<file path="src/rtl/softmax_row_ctrl.sv">
// softmax_row_ctrl: drives a softmax engine from the initiator side.
// A serial score stream is packed into one DIM-wide row. Start is held until
// the engine reports valid. The result vector is captured and then replayed
// as a serial valid/ready stream.
module softmax_row_ctrl #(
   parameter int D_W = 16,
   parameter int DIM = 16,
   parameter int TMO = 4095
) (
   input  logic                 I_CLK,
   input  logic                 I_RST,
   input  logic                 I_S_VLD,
   output logic                 O_S_RDY,
   input  logic [D_W-1:0]       I_S_DATA,
   input  logic                 I_S_LAST,
   output logic                 O_SM_START,
   output logic [D_W*DIM-1:0]   O_SM_DATA,
   input  logic                 I_SM_VLD,
   input  logic [D_W*DIM-1:0]   I_SM_DATA,
   output logic                 O_M_VLD,
   input  logic                 I_M_RDY,
   output logic [D_W-1:0]       O_M_DATA,
   output logic                 O_M_LAST,
   output logic                 O_BUSY,
   output logic                 O_ERR_LEN,
   output logic                 O_ERR_TMO,
   input  logic                 I_CLR_ERR
);

   localparam int CNT_W = (DIM > 1) ? $clog2(DIM) : 1;
   localparam int TMO_W = (TMO > 1) ? $clog2(TMO + 1) : 1;
   localparam logic [CNT_W-1:0] LAST_IDX = CNT_W'(DIM - 1);
   // The counter is compared one cycle early so the flag lands exactly TMO
   // cycles after start rises.
   localparam logic [TMO_W-1:0] TMO_LAST = TMO_W'(TMO - 1);

   typedef enum logic [1:0] {S_FILL, S_CALC, S_DRAIN} state_t;

   state_t                   state, state_nxt;
   logic [CNT_W-1:0]         cnt, cnt_nxt;
   logic [TMO_W-1:0]         tmo_cnt, tmo_nxt;
   logic [DIM-1:0][D_W-1:0]  row_q, res_q;
   logic                     s_rdy, m_vld, sm_start;
   logic                     set_len, set_tmo, tmo_hit;
   logic                     err_len, err_tmo;

   assign tmo_hit = (TMO != 0) && (tmo_cnt == TMO_LAST);

   // State register, counters and the row/result storage.
   always_ff @(posedge I_CLK or posedge I_RST) begin
      if (I_RST) begin
         state   <= S_FILL;
         cnt     <= '0;
         tmo_cnt <= '0;
         row_q   <= '0;
         res_q   <= '0;
      end else begin
         state   <= state_nxt;
         cnt     <= cnt_nxt;
         tmo_cnt <= tmo_nxt;
         if (state == S_FILL && I_S_VLD)
            row_q[cnt] <= I_S_DATA;
         if (state == S_CALC && I_SM_VLD)
            res_q <= I_SM_DATA;
      end
   end

   // Next-state logic and handshake outputs.
   always_comb begin
      state_nxt = state;
      cnt_nxt   = cnt;
      tmo_nxt   = tmo_cnt;
      set_len   = 1'b0;
      set_tmo   = 1'b0;
      s_rdy     = 1'b0;
      m_vld     = 1'b0;
      sm_start  = 1'b0;
      case (state)
         S_FILL: begin
            s_rdy = 1'b1;
            if (I_S_VLD) begin
               if (cnt == LAST_IDX) begin
                  // A full row is complete even without LAST; flag the mismatch.
                  set_len   = ~I_S_LAST;
                  cnt_nxt   = '0;
                  tmo_nxt   = '0;
                  state_nxt = S_CALC;
               end else if (I_S_LAST) begin
                  // Short row: flag it and start the row over.
                  set_len = 1'b1;
                  cnt_nxt = '0;
               end else begin
                  cnt_nxt = cnt + 1'b1;
               end
            end
         end
         S_CALC: begin
            // Start drops in the valid cycle so the engine cannot re-arm.
            sm_start = ~I_SM_VLD;
            tmo_nxt  = tmo_cnt + 1'b1;
            if (I_SM_VLD) begin
               state_nxt = S_DRAIN;
            end else if (tmo_hit) begin
               set_tmo   = 1'b1;
               state_nxt = S_FILL;
            end
         end
         S_DRAIN: begin
            m_vld = 1'b1;
            if (I_M_RDY) begin
               if (cnt == LAST_IDX) begin
                  cnt_nxt   = '0;
                  state_nxt = S_FILL;
               end else begin
                  cnt_nxt = cnt + 1'b1;
               end
            end
         end
         default: state_nxt = S_FILL;
      endcase
   end

   // Sticky error flags; a new error in the clear cycle wins.
   always_ff @(posedge I_CLK or posedge I_RST) begin
      if (I_RST) begin
         err_len <= 1'b0;
         err_tmo <= 1'b0;
      end else begin
         if (set_len)        err_len <= 1'b1;
         else if (I_CLR_ERR) err_len <= 1'b0;
         if (set_tmo)        err_tmo <= 1'b1;
         else if (I_CLR_ERR) err_tmo <= 1'b0;
      end
   end

   assign O_S_RDY    = s_rdy & ~I_RST;
   assign O_SM_START = sm_start;
   assign O_SM_DATA  = row_q;
   assign O_M_VLD    = m_vld;
   assign O_M_DATA   = m_vld ? res_q[cnt] : '0;
   assign O_M_LAST   = m_vld && (cnt == LAST_IDX);
   assign O_BUSY     = (state != S_FILL) || (cnt != '0);
   assign O_ERR_LEN  = err_len;
   assign O_ERR_TMO  = err_tmo;

endmodule

</file>
<file path="config.mk">
export PLATFORM = sky130hd
export DESIGN_NAME = softmax_row_ctrl
export DESIGN_NICKNAME = d
export VERILOG_FILES = /design/src/rtl/softmax_row_ctrl.sv
export SDC_FILE = /design/constraint.sdc
export NUM_CORES = 1
export LEC_CHECK = 0
export CORE_MARGIN = 10
export CORE_UTILIZATION = 50
export DETAILED_ROUTE_END_ITERATION = 16
export PLACE_DENSITY = 0.81
export RECOVER_POWER = 100
export SYNTH_ARGS = -nofsm -noshare
export SYNTH_HDL_FRONTEND = slang
export SYNTH_SLANG_ARGS = --single-unit
</file>
<file path="constraint.sdc">
create_clock -name I_CLK -period 30 [get_ports I_CLK]
set_input_delay 4.5 -clock I_CLK [delete_from_list [all_inputs] [get_ports I_CLK]]
set_output_delay 4.5 -clock I_CLK [all_outputs]
set_load 0.05 [all_outputs]
</file>
Word level (Yosys, flattened, before mapping):

Cells that the tools add are included.

* output and inout port bits: 279
* memory bits (writable): 0
* bits in registers: 532
* word-level logic and storage cells: 104
* memories: 0
* bits in latches: 0
* memory bits (read-only): 0

* $mul: 0
* add/subtract/negate cells: 2
* shift operators: 0
* $lt $le $gt $ge: 2
* div/mod/pow operators: 0
* multiplexer cells: 35
* equal/unequal tests: 9
* bitwise gates (word level): 4
* reduce and logical (&&, ||, !) cells: 15

Operator list (count)
* bitwise mux 256 bit: 1
* binary-select mux 16 bit (select 4 bit): 1
* demux 16 bit (select 4 bit): 1
* two-way mux 16 bit: 3
* two-way mux 12 bit: 2
* one-hot mux 12 bit (2 select lines): 1
* two-way mux 4 bit: 5
* two-way mux 1 bit: 13
* adder 12 x 1 -> 12 bit, second input constant: 1
* equality test 12 bit, second input constant: 1
* two-way mux 2 bit: 6
* nonzero test 2 bit: 5
* one-hot mux 4 bit (2 select lines): 1
* != test 2 bit, second input constant: 3
* one-hot mux 2 bit (3 select lines): 1
* AND reduction 3 bit: 2
* less-than comparator 4 x 5 -> 1 bit, second input constant: 1
* AND reduction 5 bit: 1
* adder 4 x 1 -> 4 bit, second input constant: 1
* equality test 4 bit, second input constant: 1
* greater-or-equal comparator 4 x 1 -> 1 bit, second input constant: 1
* logical AND 1 bit: 4
* nonzero test 4 bit: 1
* != test 3 bit, second input constant: 1
* 7 further kinds: 9

Depth between registers and ports, before layout:

Gate-level depths: netlist of run 1.

* depth after elaboration: 5
* depth in mapped cells: 9

Least setup slack after synthesis of run 1:

No wires, ideal clock.

* path type: input to output
* from: input port I_RST
* to: output port O_S_RDY
* cell stages on the path: 1
* buffers on the path: 0
* required time: 25500 ps
* slack: 19955 ps
* data arrival time: 5545 ps
* cells stage by stage: nor3_1

* word-level cells in the longest chain between the ends: 2

RTL lines
* start: declaration: line 11 `input logic I_RST,`
* NOT 1 bit: line 136 `assign O_S_RDY = s_rdy & ~I_RST;`
* bitwise AND 1 bit: line 136
* end: declaration: line 13 `output logic O_S_RDY,`

No other way between the ends.

==> impl_metrics.yaml, run 1 <==
worst_setup_path:
  worst-endpoint-arrival_ns: 14.75
  timing.critical_path.fanout_max: 166
  crit_path_end_kind: "async pin"
  startpoint_type: "input pin"
  timing.setup.critical_path_class: "in2async"
  crit_path_required_time_ns: 28.56
die:
  chipWidth_um: 233
  io_pins: 558
  num_rows: 78
  die-area_um2: 54400
  start_util_pct: 50.3
  dieHeight_um: 233
  total_core_area_um2: 45200
run_status:
  status: "finished with violations"
  violations: "capacitance limit, slew limit"
clock_tree:
  number_of_sinks_handled_by_clock_tree_synthesis: 532
  hold_buffers: 0
  cts_repair_resize_count: 0
  max-clock-path-buffers: 3
  cts.root.buffer_cell: "sky130_fd_sc_hd__clkbuf_16"
  cts_tree: "done"
  post_cts.repair.setup_buffers: 0
  tritoncts.num_buffers: 53
  ctsHtreeMaxLevel: 2
  cts.reportedPaths.clkPinSlew_ns: 0.06
  clock_latency_ns: 0.61
logic_synthesis:
  synthDistinctLibCells: 48
  ys_seq_area_share_pct: 58.5
  share_of_flip_flops_with_an_asynchronous_set_or_reset_after_synthesis_pct: 100
  total_standard_cell_area_after_synthesis_um2: 22700
  syn_area_per_cell_um2: 15.8
  syn-instance-count: 1444
  synth_area_leaders: "sky130_fd_sc_hd__dfrtp_1 (59%), sky130_fd_sc_hd__mux2_2 (20%), sky130_fd_sc_hd__mux2_4 (5.9%)"
  flip_flop_and_latch_count_after_synthesis: 532
  synthFlopType: "sky130_fd_sc_hd__dfrtp_1"
  syn_nets: 1729
  netlist.area_leader.share_pct: 58.5
  synth.yosys.warnings: 0
  synth_edf_count: 0
  yosys.area.top_type: "sky130_fd_sc_hd__dfrtp_1"
sta:
  maxSlewHeadroom_pct: -532
  hold_viol: 0
  setup_violations: 0
  timing_worst_slew_pin_value_ns: 9.48
  clock_skew_ns: 0.0243
  grt_setup_unrepaired: "no"
  timing.final.max_slew_violations: 902
  finalWorstPathRequiredPeriod_ns: 16.19
  fmax_mhz: 61.8
  fin_tns_setup_ns: 0
  timing.final.crit_share_pct: 54.0
detailed_routing:
  first_iter_violations: 1041
  antenna_violating_nets_post_route: 0
  totalWireLength_um: 72700
  routed-via-count: 14700
  first_pass_iters: 5
  viasPerCell: 5.60
  detail_route.wl_per_cell_um: 27.7
  drc: 0
placement:
  place.port_buffers: 557
  hpwlAfterDp_um: 53800
  gp_congestion: 0.870
global_routing:
  initial_antenna_violation_count: 18
  grt_use_met2_pct: 43.2
  grt_start_max_net_pins: 186
  grt_most_used_layer: "met2"
  use_met3_pct: 7.53
  global_route.usage.total_pct: 26.0
  grtUsageMet1_pct: 31.9
  via_count_of_the_first_global_routing_pass: 15900
  grt_overflow: 0
  grt_pass1_wl_um: 105000
final_layout:
  nNetsFinal: 2259
  proportion_of_layout_cells_with_a_drive_suffix_above_1_pct: 27.0
  final-seq-area_um2: 13300
  area_growth_pct: 31.6
  fillCellCount: 3225
  multi_input_logic_area_um2: 8360
power_and_ir_drop:
  ir_worst_vdd_uv: 93.0
  power.static_leakage_nw: 14.2
  p_total_mw: 2.72
  power-per-cell-area_nw_per_um2: 90.7
worst_hold_path:
  hold_removal_path_class: "reg2reg"
job:
  max_cap_viol_count: 12
-- cells by family (layout without fill, tap and decap cells) --
logic type	count (synthesis)	after routing	share of synthesized area, %
xor+xnor	8	8	0.308
other cells	0	13	0
flops	532	532	58.5
mux	608	608	32.8
buf+inv	103	675	2.59
fa+ha+maj	6	6	0.330
simple gates	98	98	2.84
compound gates	89	89	2.58
-- registers in the layout, indices dropped and copies added, names as in the netlist --
register   flops
cnt            4
state          2
O_ERR_LEN      1
O_SM_DATA    256
res_q        256
O_ERR_TMO      1
tmo_cnt       12
-- layout by cell type (no fill, tap or decap), drive strengths merged, types with 29 or more instances in the layout --
cell / n
a22oi: 48
clkbuf: 87
clkdlybuf4s50: 275
dfrtp: 532
dlygate4sd3: 282
mux2: 512
mux2i: 64
mux4: 32
nand2: 31
o21ai: 29
-- metal layers --
layer / part of all wire (%) / vias up
li1: - / 6311
met1: 39 / 7702
met2: 49 / 573
met3: 8.7 / 113
met4: 2.9 / 12
met5: 0.15 / -
-- path summary, 6_finish.rpt --
kind	from	endpoint	slack, ns	cells after the start
setup / recovery	I_RST	O_SM_DATA[247]	13.81	3
hold / removal	O_SM_DATA[240]	O_SM_DATA[240]	0.48	1
setup reg to reg	state[1]	res_q[138]	18.05	4
hold reg to reg	O_SM_DATA[240]	O_SM_DATA[240]	0.48	1
max in group I_CLK	I_SM_VLD	res_q[138]	14.35	5
min in group asynchronous	I_RST	res_q[65]	6.20	2
-- synth_stat cells (all sizes together), types with 6 or more instances --
cell    count
o21ai      29
buf        65
nand2      31
mux2i      64
mux4       32
clkbuf     32
nand3      15
nor2       16
dfrtp     532
a22oi      48
xnor2       8
ha          6
mux2      512
inv         6
-- cell type report --
class / count / share of cell area [%]
Sequential cell: 532 / 44.5
Multi-Input combinational cell: 809 / 27.9
Timing Repair Buffer: 572 / 18.9
Clock buffer: 79 / 5.33
Tap cell: 600 / 2.51
Clock inverter: 18 / 0.631
Antenna cell: 13 / 0.109
Inverter: 6 / 0.0794
-- where the power goes --
part	switching [mW]	internal (mW)
clock network	0.280	0.393
registers	0.102	0.868
logic	0.697	0.375
total	1.08	1.64
-- worst max-delay path, cell delays in order --
cell,delay (ns)
sky130_fd_sc_hd__dlygate4sd3_1,0.57
sky130_fd_sc_hd__clkinvlp_2,3.22
sky130_fd_sc_hd__clkbuf_1,6.16
-- stage by stage --
stage	hold WS, ns	cell area (um2)	worst slack [ns]	utilization (%)	instances
3_5_place_dp	0.474	28700	19.45	63.4	2519
3_3_place_gp	0.466	28700	19.44	63.4	2519
2_1_floorplan	0.474	22700	10.63	-	1444
6_report	0.477	29900	13.81	66.2	2629
5_1_grt	0.496	29900	11.72	66.2	2624
4_1_cts	0.488	30400	19.46	67.4	2616
No activity file was read; power rests on OpenSTA's default activity.
==> run 2: changes to the inputs <==
==> constraint.sdc (replaced) <==
create_clock -name I_CLK -period 16 [get_ports I_CLK]
set_input_delay 2.4 -clock I_CLK [delete_from_list [all_inputs] [get_ports I_CLK]]
set_output_delay 2.4 -clock I_CLK [all_outputs]
set_load 0.05 [all_outputs]
==> run 2 against run 1 <==
  * Critical path depth is 2 higher
  * The flow still finishes with violations (capacitance limit, slew limit)
  * Non-clock buffer count stayed put
  * Via count is 0.15% higher
  * Critical path type unchanged
==> impl_metrics.yaml, run 2 (synthesis gave the netlist of run 1 again) <==
clock_tree:
  cts.root.buffer_cell: "sky130_fd_sc_hd__clkbuf_16"
  max-clock-path-buffers: 3
  post_cts.repair.setup_buffers: 0
  tritoncts.num_buffers: 54
  clock_latency_ns: 0.60
  cts_repair_resize_count: 0
  ctsHtreeMaxLevel: 2
  cts.reportedPaths.clkPinSlew_ns: 0.06
  hold_buffers: 0
  number_of_sinks_handled_by_clock_tree_synthesis: 532
  cts_tree: "done"
run_status:
  violations: "capacitance limit, slew limit"
  status: "finished with violations"
final_layout:
  layout.cells.most_common_list: "sky130_fd_sc_hd__dfrtp_1 (531), sky130_fd_sc_hd__mux2_2 (412), sky130_fd_sc_hd__dlygate4sd3_1 (281), sky130_fd_sc_hd__clkdlybuf4s50_1 (276), sky130_fd_sc_hd__mux2_1 (100)"
  area_growth_pct: 31.6
  nNetsFinal: 2260
  proportion_of_layout_cells_with_a_drive_suffix_above_1_pct: 26.7
  mostFrequentLayoutCell: "sky130_fd_sc_hd__dfrtp_1"
  fillCellCount: 3228
sta:
  fin_tns_setup_ns: 0
  clock_skew_ns: 0.0293
  timing.final.max_slew_violations: 402
  maxSlewHeadroom_pct: -167
  fmax_mhz: 101
  timing.final.crit_share_pct: 61.6
  finalWorstPathRequiredPeriod_ns: 9.86
  setup_violations: 0
  timing_worst_slew_pin_value_ns: 4.00
  grt_setup_unrepaired: "no"
  hold_viol: 0
die:
  num_rows: 78
  start_util_pct: 50.3
  chipWidth_um: 233
  io_pins: 558
  die-area_um2: 54400
  total_core_area_um2: 45200
  dieHeight_um: 233
worst_setup_path:
  worst-path-stages: 5
  critical_path.cell_chain: "dlygate4sd3_1 -> clkinvlp_2 -> buf_12 -> clkbuf_1 -> clkbuf_1"
  worst-endpoint-arrival_ns: 9.63
  cpLargestDelayFamily: "buffers and inverters"
  worstRegToRegCells: 5
  timing.critical_path.slowest_stage_cell: "sky130_fd_sc_hd__clkbuf_1"
  timing.setup.critical_path_class: "in2async"
  timing.critical_path.mode_cell: "sky130_fd_sc_hd__clkbuf_1"
  critical_path_s_largest_stage_delay_ns: 2.96
  crit_path_required_time_ns: 15.77
  startpoint_type: "input pin"
  critPathBufInv: 5
  crit_path_end_kind: "async pin"
  timing.critical_path.fanout_max: 201
detailed_routing:
  viasPerCell: 5.62
  totalWireLength_um: 73400
  first_iter_violations: 997
  antenna_violating_nets_post_route: 0
  drc: 0
  detail_route.wl_per_cell_um: 28.0
  routed-via-count: 14700
  first_pass_iters: 4
global_routing:
  grt_overflow: 0
  initial_antenna_violation_count: 19
  global_route.usage.total_pct: 26.4
  grt_pass1_wl_um: 107000
  grt_start_max_net_pins: 202
  via_count_of_the_first_global_routing_pass: 15900
power_and_ir_drop:
  ir_worst_vdd_uv: 151
  power.static_leakage_nw: 14.2
  p_total_mw: 5.09
  power-per-cell-area_nw_per_um2: 170
placement:
  place.port_buffers: 557
  hpwlAfterDp_um: 54200
  gp_congestion: 0.892
worst_hold_path:
  worst_hold_path.num_cells: 1
  hold_removal_path_class: "reg2reg"
job:
  max_cap_viol_count: 9
## run 2: layer usage
| layer | vias to the layer above | GRT usage [%] | wire length, um |
|---|---|---|---|
| met5 | - | 0 | 143 |
| met4 | 22 | 7.57 | 2140 |
| met3 | 126 | 9.14 | 7320 |
| met2 | 650 | 43.9 | 35500 |
| met1 | 7640 | 32.1 | 28300 |
| li1 | 6295 | - | - |
## run 2: worst paths after layout
check | start | end | slack, ns
max | I_RST | O_SM_DATA[180] | 6.14
min | O_SM_DATA[245] | O_SM_DATA[245] | 0.48
max reg2reg | cnt[1] | O_SM_DATA[248] | 10.97
max in group I_CLK | cnt[1] | O_M_DATA[11] | 6.22
min in group asynchronous | I_RST | O_SM_DATA[222] | 2.68
min reg2reg | O_SM_DATA[245] | O_SM_DATA[245] | 0.48
## run 2: area by class of cell
class | count | area [um2] | share of cell area [%]
Sequential cell | 532 | 13300 | 44.5
Clock inverter | 10 | 135 | 0.451
Clock buffer | 86 | 1650 | 5.52
Timing Repair Buffer | 572 | 5700 | 19.0
Antenna cell | 6 | 15.0 | 0.0501
Inverter | 6 | 23.8 | 0.0794
Multi-Input combinational cell | 809 | 8350 | 27.9
Tap cell | 600 | 751 | 2.51
## run 2: per-stage QoR
step           util, %  worst slack, ns  instances  hold slack, ns  area [um2]
2_1_floorplan        -             6.37       1444           0.474       22700
3_3_place_gp      63.4             9.73       2519           0.468       28700
3_5_place_dp      63.4             9.74       2519           0.477       28700
4_1_cts           67.4             9.22       2615           0.490       30500
5_1_grt           66.2             4.78       2617           0.492       29900
6_report          66.3             6.14       2621           0.483       29900
## run 2: power breakdown
part	leakage, nW	internal [mW]	switching, mW
clock network	0.877	0.751	0.518
registers	6.99	1.63	0.194
logic	6.34	0.702	1.30
## run 2: worst register-to-register path, delay by kind of cell (launching register included)
kind	cells	cell delay, ns
AND/OR/NAND/NOR	2	0.53
multiplexers	1	0.46
flip-flops	1	2.03
adder cells (fa/ha/maj)	1	0.61
buffers and inverters	1	1.26
